--- src/rtl/dbus_axi_bridge.sv ---
// Bridges the core's single-word data port onto single-beat AXI3 reads/writes.
// Optional kseg0/kseg1 address folding is enabled with `define DBUS_ADDR_MAP_EN.
module dbus_axi_bridge #(
  parameter int unsigned AXI_ID = 1
) (
  input  logic        clk,
  input  logic        rst,
  input  logic        mem_en,
  input  logic [31:0] mem_addr,
  input  logic [31:0] mem_wdata,
  input  logic [3:0]  mem_sel,
  output logic [31:0] mem_rdata,
  output logic        d_stall,
  input  logic        longest_stall,
  output logic [3:0]  arid,
  output logic [31:0] araddr,
  output logic [2:0]  arsize,
  output logic        arvalid,
  input  logic        arready,
  input  logic [31:0] rdata,
  input  logic        rvalid,
  output logic        rready,
  output logic [3:0]  awid,
  output logic [31:0] awaddr,
  output logic [2:0]  awsize,
  output logic        awvalid,
  input  logic        awready,
  output logic [3:0]  wid,
  output logic [31:0] wdata,
  output logic [3:0]  wstrb,
  output logic        wlast,
  output logic        wvalid,
  input  logic        wready,
  input  logic        bvalid,
  output logic        bready,
  output logic [3:0]  arlen,
  output logic [3:0]  awlen,
  output logic [1:0]  arburst,
  output logic [1:0]  awburst,
  output logic [1:0]  arlock,
  output logic [1:0]  awlock,
  output logic [3:0]  arcache,
  output logic [3:0]  awcache,
  output logic [2:0]  arprot,
  output logic [2:0]  awprot,
  input  logic [1:0]  rresp,
  input  logic        rlast,
  input  logic [3:0]  rid,
  input  logic [1:0]  bresp,
  input  logic [3:0]  bid,
  output logic [2:0]  dbg_state
);

  typedef enum logic [2:0] {
    S_IDLE = 3'd0,
    S_AR   = 3'd1,
    S_R    = 3'd2,
    S_AWW  = 3'd3,
    S_B    = 3'd4,
    S_DONE = 3'd5
  } state_t;

  // Handshakes: a channel transfers on a rising edge where its valid and ready
  // are both high; valids from this block stay up until that edge.
  state_t      state_q;
  logic [31:0] addr_q, wdata_q, mem_rdata_q;
  logic [3:0]  sel_q;
  logic [2:0]  awsize_q;
  logic        arvalid_q, rready_q, awvalid_q, wvalid_q, bready_q;
  logic        abandon_q, aw_ok_q, w_ok_q;

  function automatic logic [31:0] map_addr(input logic [31:0] a);
`ifdef DBUS_ADDR_MAP_EN
    map_addr = (a[31:30] == 2'b10) ? {3'b000, a[28:0]} : a;
`else
    map_addr = a;
`endif
  endfunction

  function automatic logic [2:0] size_of_sel(input logic [3:0] s);
    case (s)
      4'b0001, 4'b0010, 4'b0100, 4'b1000: size_of_sel = 3'd0;
      4'b0011, 4'b0101, 4'b0110, 4'b1001, 4'b1010, 4'b1100: size_of_sel = 3'd1;
      default: size_of_sel = 3'd2;
    endcase
  endfunction

  always_ff @(posedge clk) begin
    if (rst) begin
      state_q     <= S_IDLE;
      addr_q      <= '0;
      wdata_q     <= '0;
      sel_q       <= '0;
      awsize_q    <= 3'd2;
      mem_rdata_q <= '0;
      arvalid_q   <= 1'b0;
      rready_q    <= 1'b0;
      awvalid_q   <= 1'b0;
      wvalid_q    <= 1'b0;
      bready_q    <= 1'b0;
      abandon_q   <= 1'b0;
      aw_ok_q     <= 1'b0;
      w_ok_q      <= 1'b0;
    end else begin
      // A flushed request still drains on AXI but must not hand data to the core.
      if ((state_q inside {S_AR, S_R, S_AWW, S_B}) && !mem_en)
        abandon_q <= 1'b1;
      case (state_q)
        S_IDLE: if (mem_en) begin
          addr_q    <= map_addr(mem_addr);
          wdata_q   <= mem_wdata;
          sel_q     <= mem_sel;
          awsize_q  <= size_of_sel(mem_sel);
          abandon_q <= 1'b0;
          if (mem_sel == 4'b0000) begin
            state_q   <= S_AR;
            arvalid_q <= 1'b1;
          end else begin
            state_q   <= S_AWW;
            awvalid_q <= 1'b1;
            wvalid_q  <= 1'b1;
            aw_ok_q   <= 1'b0;
            w_ok_q    <= 1'b0;
          end
        end
        S_AR: if (arready) begin
          arvalid_q <= 1'b0;
          rready_q  <= 1'b1;
          state_q   <= S_R;
        end
        S_R: if (rvalid) begin
          mem_rdata_q <= rdata;
          rready_q    <= 1'b0;
          state_q     <= (abandon_q || !mem_en) ? S_IDLE : S_DONE;
        end
        S_AWW: begin
          if (awvalid_q && awready) begin
            awvalid_q <= 1'b0;
            aw_ok_q   <= 1'b1;
          end
          if (wvalid_q && wready) begin
            wvalid_q <= 1'b0;
            w_ok_q   <= 1'b1;
          end
          if ((aw_ok_q || awready) && (w_ok_q || wready)) begin
            awvalid_q <= 1'b0;
            wvalid_q  <= 1'b0;
            bready_q  <= 1'b1;
            state_q   <= S_B;
          end
        end
        S_B: if (bvalid) begin
          bready_q <= 1'b0;
          state_q  <= (abandon_q || !mem_en) ? S_IDLE : S_DONE;
        end
        S_DONE: if (!longest_stall) state_q <= S_IDLE;
        default: state_q <= S_IDLE;
      endcase
    end
  end

  assign d_stall   = mem_en && (state_q != S_DONE);
  assign mem_rdata = mem_rdata_q;
  assign dbg_state = state_q;

  assign arid    = AXI_ID[3:0];
  assign awid    = AXI_ID[3:0];
  assign wid     = AXI_ID[3:0];
  assign araddr  = addr_q;
  assign awaddr  = addr_q;
  assign arsize  = 3'd2;
  assign awsize  = awsize_q;
  assign arvalid = arvalid_q;
  assign rready  = rready_q;
  assign awvalid = awvalid_q;
  assign wvalid  = wvalid_q;
  assign bready  = bready_q;
  assign wdata   = wdata_q;
  assign wstrb   = sel_q;
  assign wlast   = 1'b1;

  assign arlen   = 4'd0;
  assign awlen   = 4'd0;
  assign arburst = 2'b01;
  assign awburst = 2'b01;
  assign arlock  = 2'd0;
  assign awlock  = 2'd0;
  assign arcache = 4'd0;
  assign awcache = 4'd0;
  assign arprot  = 3'd0;
  assign awprot  = 3'd0;

  logic unused_inputs;
  assign unused_inputs = ^{rresp, rlast, rid, bresp, bid};

endmodule

--- config.mk ---
export PLATFORM = sky130hd
export DESIGN_NAME = dbus_axi_bridge
export DESIGN_NICKNAME = d
export VERILOG_FILES = /design/src/rtl/dbus_axi_bridge.sv
export SDC_FILE = /design/constraint.sdc
export NUM_CORES = 1
export LEC_CHECK = 0
export BUFFER_PORTS_ARGS = -buffer_cell sky130_fd_sc_hd__buf_4
export CELL_PAD_IN_SITES_DETAIL_PLACEMENT = 0
export CELL_PAD_IN_SITES_GLOBAL_PLACEMENT = 1
export CORE_ASPECT_RATIO = 1.75
export CORE_MARGIN = 2
export CORE_UTILIZATION = 26
export CTS_BUF_LIST = sky130_fd_sc_hd__clkbuf_4 sky130_fd_sc_hd__clkbuf_8 sky130_fd_sc_hd__clkbuf_16
export DETAILED_ROUTE_END_ITERATION = 16
export MAX_ROUTING_LAYER = met4
export PLACE_DENSITY = 0.78
export SETUP_SLACK_MARGIN = 0.2
export SYNTH_ARGS = -nofsm -noshare
export SYNTH_HDL_FRONTEND = slang
export SYNTH_SLANG_ARGS = --single-unit
--- constraint.sdc ---
create_clock -name clk -period 1.7 [get_ports clk]
set_input_delay 0.34 -clock clk [delete_from_list [all_inputs] [get_ports clk]]
set_output_delay 0.34 -clock clk [all_outputs]
set_load 0.1 [all_outputs]
==> impl_metrics.yaml, run 1 <==
route:
  routed_wl_um: 17300
  avgRoutedWirePerCell_um: 15.7
  route.vias.total: 4806
  first_pass_iters: 4
  post_drt_via_cell_ratio: 4.35
  route.detailed.drc: 0
  drt_iter0_drc: 153
  ant_nets: 0
die:
  die_y_um: 184
  ios: 312
  coreArea_um2: 18100
  die_area_um2: 19600
  die_w_um: 107
  rows: 65
  initial_utilization: 0.265
cells_and_area:
  final_cell_area_um2: 8070
  multi_input_area_um2: 2160
  fillers: 1794
  antennaDiodeCount: 0
  layout.cells.non_filler: 1105
  nNetsFinal: 984
  syn_to_final_growth_pct: 68.4
  drive_gt1_frac: 0.486
  regArea_um2: 2310
grt:
  first_global_vias: 4355
  antenna_found_initial: 0
  grt_max_degree: 37
  grt_pass1_wl_um: 23200
  grt_use_total: 0.158
  overflow: 0
synth:
  synth.yosys.seq_area_share: 0.472
  synth_ff_type: "dfxtp_1"
  async_reset_ff_frac: 0
  synthCells: 610
  synth_area_um2: 4790
  synth-seq-cells: 113
  syn_area_per_cell_um2: 7.86
  synth_cell_types: 37
  ys_warn_count: 0
  synth-edff-count: 0
clock_network:
  path_clk_slew_ns: 0.06
  cts_buffer_depth: 2
  holdBufCountCts: 0
  htreeDepth: 4
  cts-buffers-inserted: 17
  root_buffer: "clkbuf_16"
  tritoncts: "done"
  cts_sinks: 113
  clk_latency_ns: 0.41
pwr:
  finalPower_uw: 16000
  ir_worst_vdd_mv: 0.913
  power.density_nw_per_um2: 1980
  p_leak_uw: 0.00362
timing:
  period_needed_ns: 1.66
  setup_viol: 0
  hold_viol: 0
  final.period_utilization: 0.978
  setup_tns_ns: 0
  rsz0062_at_grt: "true"
  slew_viol_final: 0
  skew_ns: 0.00747
  fmax_mhz: 601
job:
  cap_violations: 0
placement:
  io_buffers: 251
  gp_congestion: 0.757
  place_inst: 1040
  place_hpwl_um: 10300
  place_area_um2: 6670
worst_setup_path:
  worstPathArrival_ns: 1.32
  required_ns: 1.36
  critical_path_class: "flip-flop to output pin"
  critPathLaunchType: "flip-flop"
  end_kind: "output pin"
  critPathMaxFanout: 2
worst_hold_path:
  hold_path_class: "input port to flip-flop"
status:
  status: "completed"
## cells in the mapped netlist (all sizes together), types with 2 or more instances
library cell	count	area share
nand2	204	0.16
dfxtp	113	0.47
a21oi	105	0.11
buf	84	0.13
clkbuf	34	0.027
nor2	9	0.0070
nor3	7	0.0094
o21ai	6	0.0063
a31oi	5	0.0065
inv	5	0.0039
nand2b	5	0.0065
a211oi	4	0.0063
ha	3	0.0078
mux2	3	0.0070
nor2b	3	0.0039
a311oi	2	0.0037
a32oi	2	0.0037
conb	2	0.0016
## cells by family after synthesis
| kind of cell | Yosys count | synth area share |
|---|---|---|
| AND/OR/NAND/NOR | 235 | 0.199 |
| buffers and inverters | 123 | 0.164 |
| other | 2 | 0.00157 |
| AO/OA/AOI/OAI | 129 | 0.145 |
| multiplexers | 4 | 0.00914 |
| flip-flops | 113 | 0.472 |
| adder cells (fa/ha/maj) | 4 | 0.00992 |
## metrics by stage
stage          utilization  worst slack, ns  hold slack (ns)
5_1_grt              0.447          -0.0273            0.162
6_report             0.447           0.0372            0.165
4_1_cts              0.422         -0.00385            0.145
3_3_place_gp         0.369           0.0539            0.439
2_1_floorplan            -          -0.0124            0.456
3_5_place_dp         0.369           0.0281            0.443
## layout make-up
class / count / area share
well taps: 234 / 0.0363
clock inverters: 9 / 0.0130
flip-flops and latches: 113 / 0.287
inverters: 5 / 0.00232
repair buffers: 301 / 0.334
clock buffers: 22 / 0.0604
multi-input cells: 421 / 0.267
## report_power, final
part	switching, µW	leakage [µW]	internal [µW]
registers	316	0.000938	3160
clock network	1290	0.000292	2320
logic	6540	0.00239	2330
## routing by layer
layer  part of all wire  GRT usage  wire [µm]
met1               0.35      0.162       6150
met2               0.58      0.291       9970
met4              0.017     0.0577        299
met5                  0          -          0
met3              0.053     0.0323        919
## sequential cells by signal, indices dropped and copies added, names as in the netlist, 2 cells and up
name and cells:
mem_rdata 32, wdata 32, awsize 2, dbg_state 3, wstrb 4, araddr 32
## critical path: stages (launching register included)
cell	delay, ns
dfxtp_4	0.35
buf_8	0.11
nor2b_4	0.13
a21oi_4	0.14
buf_12	0.19
## path summary, 6_finish.rpt
kind,start,endpoint,slack (ns),depth (start not counted)
max,dbg_state[2]$_SDFFE_PP0P_,d_stall,0.04,4
min,arready,arvalid$_SDFFE_PP0P_,0.16,2
max reg2reg,dbg_state[2]$_SDFFE_PP0P_,wdata[4]$_SDFFE_PP0P_,0.04,5
min reg2reg,wdata[19]$_SDFFE_PP0P_,wdata[19]$_SDFFE_PP0P_,0.45,2
## cell usage in the layout, fill, tap and decap left out, drive strengths merged, types with 2 or more instances in the layout
cell type / n
a211oi: 4
a21oi: 105
a311oi: 2
a31oi: 5
a32oi: 2
buf: 293
bufinv: 2
clkbuf: 30
clkinv: 4
clkinvlp: 2
conb: 47
dfxtp: 113
ha: 3
inv: 6
mux2: 3
nand2: 204
nand2b: 5
nor2: 9
nor2b: 3
nor3: 7
o21ai: 6
or4b: 3
## repair_timing
| item | 4_1_cts | 5_1_grt |
|---|---|---|
| gates cloned | 6 | 12 |
| gates resized for setup | 35 | 47 |
| setup buffers | 12 | 4 |
| setup endpoints to repair | 66 | 107 |
| pin swaps | 4 | 20 |
Power figures use the tool's default switching activity.
==> run 2: changes to the inputs <==
==> config.mk (replaced) <==
export PLATFORM = sky130hd
export DESIGN_NAME = dbus_axi_bridge
export DESIGN_NICKNAME = d
export VERILOG_FILES = /design/src/rtl/dbus_axi_bridge.sv
export SDC_FILE = /design/constraint.sdc
export NUM_CORES = 1
export LEC_CHECK = 0
export BUFFER_PORTS_ARGS = -buffer_cell sky130_fd_sc_hd__buf_4
export CORE_AREA = 2 2 123 125
export CTS_BUF_LIST = sky130_fd_sc_hd__clkbuf_4 sky130_fd_sc_hd__clkbuf_8 sky130_fd_sc_hd__clkbuf_16
export DETAILED_ROUTE_END_ITERATION = 16
export DIE_AREA = 0 0 125 127
export MAX_ROUTING_LAYER = met4
export PLACE_DENSITY = 0.69
export SETUP_SLACK_MARGIN = 0.2
export SYNTH_ARGS = -nofsm -noshare
export SYNTH_HDL_FRONTEND = slang
export SYNTH_SLANG_ARGS = --single-unit
==> run 2 against run 1 <==
Hold slack gained 0.0064 ns. First-iteration DRC count grew 9.8%. Clock-buffer cell count shrank 2. Design area shrank 10%. Die area shrank 19%. Sequential cell count is the same. Global-route usage grew 0.80 points. Critical path type unchanged. Critical endpoint unchanged. Largest cell class is now sequential cells. Largest power group unchanged.
==> impl_metrics.yaml, run 2 (synthesized netlist as in run 1, its figures left out) <==
timing:
  setup_viol: 0
  worst_slack_ns: 0.0511
  fmax_mhz: 606
  slew_viol_final: 0
  rsz0062_at_grt: "true"
  hold_ws_ns: 0.171
  period_needed_ns: 1.65
  hold_viol: 0
  final.period_utilization: 0.970
  skew_ns: 0.00719
status:
  status: "completed"
clock_network:
  cts_buffer_depth: 2
  tritoncts: "done"
  clk_latency_ns: 0.40
  root_buffer: "clkbuf_16"
  cts_sinks: 113
  holdBufCountCts: 0
  htreeDepth: 4
  cts-buffers-inserted: 17
  path_clk_slew_ns: 0.05
job:
  cap_violations: 0
worst_setup_path:
  max_stage_delay_ns: 0.34
  end_kind: "output pin"
  rr_worst_depth: 5
  regToRegSetupSlack_ns: 0.07
  crit_slowest_cell: "dfxtp_4"
  critPathMaxFanout: 2
  critical_path_class: "flip-flop to output pin"
  path_cells: "buf_8 -> nor2b_4 -> a21oi_4 -> buf_12"
  worstPathArrival_ns: 1.31
  required_ns: 1.36
  reg2reg_to: "araddr[6]$_SDFFE_PP0P_"
  critPathLaunchType: "flip-flop"
  r2r_start: "dbg_state[2]$_SDFFE_PP0P_"
die:
  die_y_um: 127
  rows: 44
  ios: 312
  die_area_um2: 15900
  initial_utilization: 0.332
  coreArea_um2: 14400
  die_w_um: 125
pwr:
  p_leak_uw: 0.00330
  finalPower_uw: 14400
  power.density_nw_per_um2: 1990
  ir_worst_vdd_mv: 0.818
cells_and_area:
  fillers: 1421
  multi_input_area_um2: 1960
  final_common_cell: "buf_4"
  nNetsFinal: 951
  mostFrequentLayoutCells: "258 x buf_4, 204 x nand2_1, 103 x a21oi_1, 78 x dfxtp_1, 47 x conb_1"
  syn_to_final_growth_pct: 51.0
  regArea_um2: 2310
  drive_gt1_frac: 0.415
  antennaDiodeCount: 0
route:
  post_drt_via_cell_ratio: 4.46
  first_pass_iters: 4
  route.vias.total: 4555
  route.detailed.drc: 0
  avgRoutedWirePerCell_um: 13.0
  routed_wl_um: 13300
  ant_nets: 0
  drt_iter0_drc: 168
placement:
  gp_congestion: 0.787
  dp_worst_setup_slack_ns: 0.0138
  place_hpwl_um: 9460
  io_buffers: 251
grt:
  first_global_vias: 4074
  grt_max_degree: 70
  grt_pass1_wl_um: 20400
  antenna_found_initial: 0
  overflow: 0
  grt_use_total: 0.165
worst_hold_path:
  hold_path_startpoint: "arready"
  hold_end: "arvalid$_SDFFE_PP0P_"
  hold_path_class: "input port to flip-flop"
  min_path_cells: 2
run 2: layer usage:
metal	global-route usage	share of wire
met3	0.0490	0.078
met4	0.0641	0.017
met5	-	0
met1	0.199	0.42
met2	0.263	0.49
run 2: worst max path at each step:
stage	startpoint	endpoint	slack, ns	depth (start not counted)
floorplan	dbg_state[0]$_SDFFE_PP0P_	awsize[1]$_SDFFE_PP1P_	-0.01	5
global placement	mem_sel[0]	dbg_state[1]$_SDFFE_PP0P_	0.06	7
detailed placement	mem_sel[0]	arvalid$_SDFFE_PP0P_	0.01	7
CTS	dbg_state[2]$_SDFFE_PP0P_	d_stall	0.004	4
global route	dbg_state[2]$_SDFFE_PP0P_	d_stall	0.009	4
finish	dbg_state[2]$_SDFFE_PP0P_	d_stall	0.05	4
run 2: stage by stage:
step	std cells	utilization	instance area (µm²)	TNS (ns)
2_1_floorplan	655	-	5130	-0.0124
3_3_place_gp	982	0.456	6570	0
3_5_place_dp	982	0.456	6570	0
4_1_cts	1016	0.498	7180	0
5_1_grt	1021	0.502	7240	0
6_report	1021	0.502	7240	0
run 2: repair_timing:
action | in CTS | in global routing
endpoints found under the hold margin | 0 | 0
setup endpoints to repair | 43 | 80
pin swaps | 1 | 1
buffers inserted | 4 | 5
gates resized for setup | 7 | 2
run 2: cell type report:
cell class,instances,share of cell area
inverter,5,0.00259
timing repair buffer,270,0.299
sequential,113,0.320
clock inverter,10,0.0119
clock buffer,20,0.0636
multi-input combinational,419,0.271
tap,184,0.0318
run 2: report_power, final:
| group | leakage (µW) | total (µW) | internal (µW) | switching (µW) |
|---|---|---|---|---|
| registers | 0.000938 | 3460 | 3160 | 301 |
| clock network | 0.000272 | 3260 | 2070 | 1190 |
| logic | 0.00209 | 7700 | 1600 | 6100 |
| total | 0.00330 | 14400 | 6830 | 7590 |
run 2: worst max-delay path: cells and delay by family, from the launching register on:
kind,cells,cell delay (ns)
buf+inv,2,0.30
compound gates,1,0.14
flops,1,0.34
simple gates,1,0.13
